**config.mk**
```make
export PLATFORM = sky130hd
export DESIGN_NAME = run_ctrl
export DESIGN_NICKNAME = d
export VERILOG_FILES = /design/src/rtl/run_ctrl.sv
export SDC_FILE = /design/constraint.sdc
export NUM_CORES = 1
export LEC_CHECK = 0
export BUFFER_PORTS_ARGS = -buffer_cell sky130_fd_sc_hd__buf_2
export CAP_MARGIN = 30
export CORE_MARGIN = 4
export CORE_UTILIZATION = 35
export CTS_CLUSTER_DIAMETER = 50
export DETAILED_ROUTE_END_ITERATION = 16
export PLACE_DENSITY = 0.53
export SYNTH_ARGS = -nofsm -noshare
export SYNTH_HDL_FRONTEND = slang
export SYNTH_SLANG_ARGS = --single-unit
```
**constraint.sdc**
```tcl
create_clock -name clk -period 3.75 [get_ports clk]
set_input_delay 0.375 -clock clk [delete_from_list [all_inputs] [get_ports clk]]
set_output_delay 0.375 -clock clk [all_outputs]
set_load 0.02 [all_outputs]
```
**src/rtl/run_ctrl.sv**
```systemverilog
`default_nettype none
// ============================================================================
// Module   : run_ctrl
// Purpose  : Sequences one program run on an attached compute core. The core
//            is held in reset for HOLD_CYCLES cycles and then released. RUN
//            cycles are counted until core_done arrives or TIMEOUT_CYCLES is
//            reached. The program result is then read from data memory and
//            reported with a single-cycle result_valid pulse.
// Ports    : clk          - sole clock, rising edge
//            reset        - synchronous, active-high block reset
//            start        - one-cycle run request, honoured only in IDLE
//            prog_sel[1:0]- program ID, sampled with start (3 = reserved)
//            core_done    - completion flag from the core
//            mem_rdata[7:0]- memory read data, one cycle after mem_raddr
//            core_reset   - core reset/start line, high = core parked
//            mem_raddr[7:0]- memory read address, 0 outside the fetch states
//            result[15:0] - fetched program result
//            result_valid - one-cycle pulse when result/cycle_ct/timeout final
//            busy         - high in every state except IDLE
//            cycle_ct[15:0]- RUN cycles of the last or current run
//            timeout      - last run ended without core_done
//            expected[15:0], pass - only with RUN_CTRL_CHECK_EN defined
// Options  : RUN_CTRL_CHECK_EN - adds the expected input and the pass output
// Revision : 1.0 - initial release
// ============================================================================
module run_ctrl #(
    parameter int HOLD_CYCLES    = 2,
    parameter int TIMEOUT_CYCLES = 16'hFFFF
) (
    input  logic        clk,
    input  logic        reset,
    input  logic        start,
    input  logic [1:0]  prog_sel,
    input  logic        core_done,
    input  logic [7:0]  mem_rdata,
    output logic        core_reset,
    output logic [7:0]  mem_raddr,
    output logic [15:0] result,
    output logic        result_valid,
    output logic        busy,
    output logic [15:0] cycle_ct,
`ifdef RUN_CTRL_CHECK_EN
    input  logic [15:0] expected,
    output logic        pass,
`endif
    output logic        timeout
);

    localparam logic [2:0] S_IDLE     = 3'd0;
    localparam logic [2:0] S_HOLD     = 3'd1;
    localparam logic [2:0] S_RUN      = 3'd2;
    localparam logic [2:0] S_FETCH_HI = 3'd3;
    localparam logic [2:0] S_FETCH_LO = 3'd4;
    localparam logic [2:0] S_REPORT   = 3'd5;

    localparam logic [7:0]  c_hold_last = 8'(HOLD_CYCLES - 1);
    localparam logic [15:0] c_timeout   = 16'(TIMEOUT_CYCLES);
    localparam logic [7:0]  c_addr_hi_p0 = 8'd4;

    logic [2:0]  r_state;
    logic [2:0]  w_state_nxt;
    logic [1:0]  r_prog;
    logic [7:0]  r_hold_ct;
    logic        r_lo_phase;   // second FETCH_LO cycle: lo byte is on mem_rdata
    logic [15:0] r_result;
    logic [15:0] r_cycle_ct;
    logic        r_timeout;
    logic [15:0] w_ct_inc;
    logic        w_ct_limit;
    logic [7:0]  w_lo_addr;

    // ------------------------------------------------------------------------
    // Next-state logic
    // ------------------------------------------------------------------------
    always_comb begin
        w_ct_inc    = (r_cycle_ct == 16'hFFFF) ? r_cycle_ct : r_cycle_ct + 16'd1;
        w_ct_limit  = (w_ct_inc >= c_timeout);
        w_state_nxt = r_state;

        case (r_prog)
            2'd0:    w_lo_addr = 8'd5;
            2'd1:    w_lo_addr = 8'd7;
            2'd2:    w_lo_addr = 8'd127;
            default: w_lo_addr = 8'd0;
        endcase

        case (r_state)
            S_IDLE: begin
                if (start) begin
                    // Reserved program: accepted, but nothing to run or fetch.
                    w_state_nxt = (prog_sel == 2'd3) ? S_REPORT : S_HOLD;
                end
            end
            S_HOLD: begin
                if (r_hold_ct == c_hold_last) begin
                    w_state_nxt = S_RUN;
                end
            end
            S_RUN: begin
                // Done has priority over a timeout in the same cycle.
                if (core_done) begin
                    // Programs 1 and 2 have a forced-zero hi byte, so no hi read.
                    w_state_nxt = (r_prog == 2'd0) ? S_FETCH_HI : S_FETCH_LO;
                end else if (w_ct_limit) begin
                    w_state_nxt = S_REPORT;
                end
            end
            S_FETCH_HI: w_state_nxt = S_FETCH_LO;
            S_FETCH_LO: begin
                if (r_lo_phase) begin
                    w_state_nxt = S_REPORT;
                end
            end
            S_REPORT:   w_state_nxt = S_IDLE;
            default:    w_state_nxt = S_IDLE;
        endcase
    end

    // ------------------------------------------------------------------------
    // State and datapath registers
    // ------------------------------------------------------------------------
    always_ff @(posedge clk) begin
        if (reset) begin
            r_state    <= S_IDLE;
            r_prog     <= 2'd0;
            r_hold_ct  <= 8'd0;
            r_lo_phase <= 1'b0;
            r_result   <= 16'd0;
            r_cycle_ct <= 16'd0;
            r_timeout  <= 1'b0;
        end else begin
            r_state <= w_state_nxt;
            case (r_state)
                S_IDLE: begin
                    if (start) begin
                        r_prog     <= prog_sel;
                        r_hold_ct  <= 8'd0;
                        r_result   <= 16'd0;
                        r_cycle_ct <= 16'd0;
                        r_timeout  <= 1'b0;
                    end
                end
                S_HOLD: begin
                    r_hold_ct <= r_hold_ct + 8'd1;
                end
                S_RUN: begin
                    r_cycle_ct <= w_ct_inc;
                    r_lo_phase <= 1'b0;
                    if (!core_done && w_ct_limit) begin
                        r_timeout <= 1'b1;
                        r_result  <= 16'd0;
                    end
                end
                S_FETCH_LO: begin
                    r_lo_phase <= 1'b1;
                    if (!r_lo_phase) begin
                        // Data for the hi address driven in FETCH_HI.
                        r_result[15:8] <= (r_prog == 2'd0) ? mem_rdata : 8'd0;
                    end else begin
                        r_result[7:0] <= mem_rdata;
                    end
                end
                default: ;
            endcase
        end
    end

    // ------------------------------------------------------------------------
    // Outputs
    // ------------------------------------------------------------------------
    always_comb begin
        core_reset   = (r_state != S_RUN);
        busy         = (r_state != S_IDLE);
        result_valid = (r_state == S_REPORT);
        case (r_state)
            S_FETCH_HI: mem_raddr = c_addr_hi_p0;
            S_FETCH_LO: mem_raddr = w_lo_addr;
            default:    mem_raddr = 8'd0;
        endcase
    end

    assign result   = r_result;
    assign cycle_ct = r_cycle_ct;
    assign timeout  = r_timeout;

`ifdef RUN_CTRL_CHECK_EN
    // ------------------------------------------------------------------------
    // Result check: pass is live during REPORT and held afterwards
    // ------------------------------------------------------------------------
    logic [15:0] r_expected;
    logic        r_pass;
    logic        w_match;

    always_comb begin
        w_match = (r_result == r_expected) && !r_timeout;
        pass    = (r_state == S_REPORT) ? w_match : r_pass;
    end

    always_ff @(posedge clk) begin
        if (reset) begin
            r_expected <= 16'd0;
            r_pass     <= 1'b0;
        end else if (r_state == S_IDLE && start) begin
            r_expected <= expected;
            r_pass     <= 1'b0;
        end else if (r_state == S_REPORT) begin
            r_pass <= w_match;
        end
    end
`endif

endmodule
`default_nettype wire

```
==> results.yml <==
routing:
  wl_per_cell_um: 15.0
  vias: 2703
  drt-initial-drc-count: 140
  drc: 0
  antenna_left: 0
  dr.pass1.iters: 4
  vias_per_cell: 5.37
  routed_wl_um: 7540
die:
  fp.dieW_um: 97.2
  coreArea_um2: 7730
  die_h_um: 97.2
  row_count: 32
  dieArea_um2: 9460
  ioPinCount: 58
  initial_utilization_pct: 36.1
setup_path:
  required_ps: 3930
  path_max_fanout: 10
  worstSetupEndpointType: "flop"
  cp_data_arrival_time_ps: 3290
  startpoint_type: "flop"
  path_class: "reg2reg"
sta:
  max-slew-margin-rel_pct: 42.0
  clock_skew_ps: 13.7
  setup_viol: 0
  rsz0062_at_grt: "no"
  max_freq_mhz: 322
  fin_ws_ps: 647
  hold_ws_ps: 277
  worst_slew_pin_slew_ps: 865
  timing.final.crit_share_pct: 82.7
  fin_tns_setup_ps: 0
  slew_violations: 0
  hold_viol: 0
  fin_crit_ps: 3100
layout:
  syn_to_final_growth_pct: 14.2
  fin_area_um2: 3180
  diodes: 0
  nets: 420
  drive_above_1_share_pct: 21.2
placed_design:
  place_area_um2: 3090
  pre_cts_slack_ps: 658
  hpwl_um: 5410
  io_buffers: 56
  place.gp.congestion: 0.871
power:
  power.switching_mw: 0.491
  powerDensity_nw_per_um2: 400
  p_clk_share_pct: 26.6
  internal_power_mw: 0.782
  pwr-share-seq_pct: 44.6
  leakage_nw: 1.27
  peakVddDrop_mv: 0.152
  share_comb_of_total_power_pct: 28.9
  switching_share_pct: 38.6
global_routing:
  antenna_found_initial: 0
  grt.overflow.total: 0
  grt.total_usage_pct: 16.0
  grt_max_degree: 34
  grt_pass1_wl_um: 12900
  grt_pass1_vias: 2584
synth:
  synth_top_cell_by_area: "dfxtp_1"
  synth-edff-count: 0
  synthTopCellsByArea: "dfxtp_1, nand2_1, nor2_1"
  netlist_area_um2: 2790
  synth-seq-area-share_pct: 33.8
  ys.flop_type: "dfxtp_1"
  synthTopCellsByCount: "nand2_1, dfxtp_1, nor2_1, a21oi_1, nor3_1"
  synth_top_area_share_pct: 33.8
  synth_cell_types: 58
  synth_area_per_cell_um2: 7.79
  synth_seq_cells: 47
  yosys_warnings: 0
  synth-async-reset-ratio_pct: 0
  postSynthNetCount: 378
  syn_inst: 358
  yosys.cell_count.top_type: "nand2_1"
clock_network:
  clk_latency_ps: 310
  clock_path_buffers: 2
  postCtsHoldBufs: 0
  ctsResizeCount: 0
  cts_sinks: 47
  clk_pin_slew_ps: 110
  cts_root_buf: "clkbuf_8"
  cts_tree: "done"
  cts_htree_levels: 2
  cts_buffers: 5
  cts_setup_buffers: 0
min_path:
  hold_class: "in2reg"
flow_run:
  max_cap_violations: 0
status:
  status: "finished, final reports clean"
-- critical path, stage by stage (launching register included) --
cell	delay (ps)
dfxtp_1	490
ha_1	310
nand4_2	280
or3_2	540
a21oi_1	190
o211ai_1	130
nor4_2	400
nor3b_4	470
o221ai_1	170
-- cells by family (layout without fill, tap and decap cells) --
kind of cell             after synthesis  after routing  synth area share (%)
AND/OR/NAND/NOR                      168            168                  31.8
AO/OA/AOI/OAI                         82             82                  19.7
flip-flops                            47             47                  33.8
buffers and inverters                 41             84                  7.27
multiplexers                           9              9                  3.32
adder cells (fa/ha/maj)                6              6                  2.69
XOR/XNOR                               4              4                  1.26
other                                  1              1                 0.135
-- power by group through the flow --
stage | registers [mW] | clock network (mW) | logic [mW]
floorplan | 0.570 | 0 | 0.269
global placement | 0.577 | 0 | 0.370
detailed placement | 0.578 | 0 | 0.370
CTS | 0.566 | 0.347 | 0.371
global route | 0.574 | 0.372 | 0.416
finish | 0.567 | 0.338 | 0.367
-- flip-flops by register name, summed over array words and instances (netlist names) --
| register | flops |
|---|---|
| timeout | 1 |
| result | 16 |
| r_prog | 2 |
| r_hold_ct | 8 |
| r_state | 3 |
| cycle_ct | 16 |
| r_lo_phase | 1 |
-- final timing paths --
kind	from	to	slack, ps	cells after the start
max	cycle_ct[0]	result[0]	650	8
min	mem_rdata[3]	result[11]	280	3
max reg2reg	cycle_ct[0]	result[0]	650	8
min reg2reg	result[9]	result[9]	490	2
-- area by class of cell --
cell class              instances  area (µm²)
repair buffers                 61         318
fillers                       831        4540
inverters                      15        56.3
multi-input cells             270        1640
flip-flops and latches         47         941
well taps                     102         128
clock inverters                 3        27.5
clock buffers                   5        68.8
-- stage by stage --
stage	utilization [%]	total power, mW	std cells
after detailed placement	39.9	0.948	495
after global placement	39.9	0.947	495
final	41.2	1.27	503
after global routing	41.2	1.36	503
after CTS	41.2	1.28	503
after floorplan	-	0.839	358
-- cell usage in the layout (no fill, tap or decap), types with 9 or more instances in the layout --
cell | netlist | final
nand3_1 | 11 | 11
dfxtp_1 | 47 | 47
a21oi_1 | 25 | 25
inv_1 | 15 | 15
o21ai_0 | 14 | 14
buf_2 | 2 | 56
nor2_1 | 41 | 41
nand2_1 | 49 | 49
nor2b_1 | 9 | 9
nor3_1 | 20 | 20
-- per-layer routing --
metal,GRT usage (%),wire length (µm)
met5,0,0
met4,3.09,62
met3,3.59,419
met2,24.9,3420
met1,22.9,3640
Power figures use the tool's default switching activity.
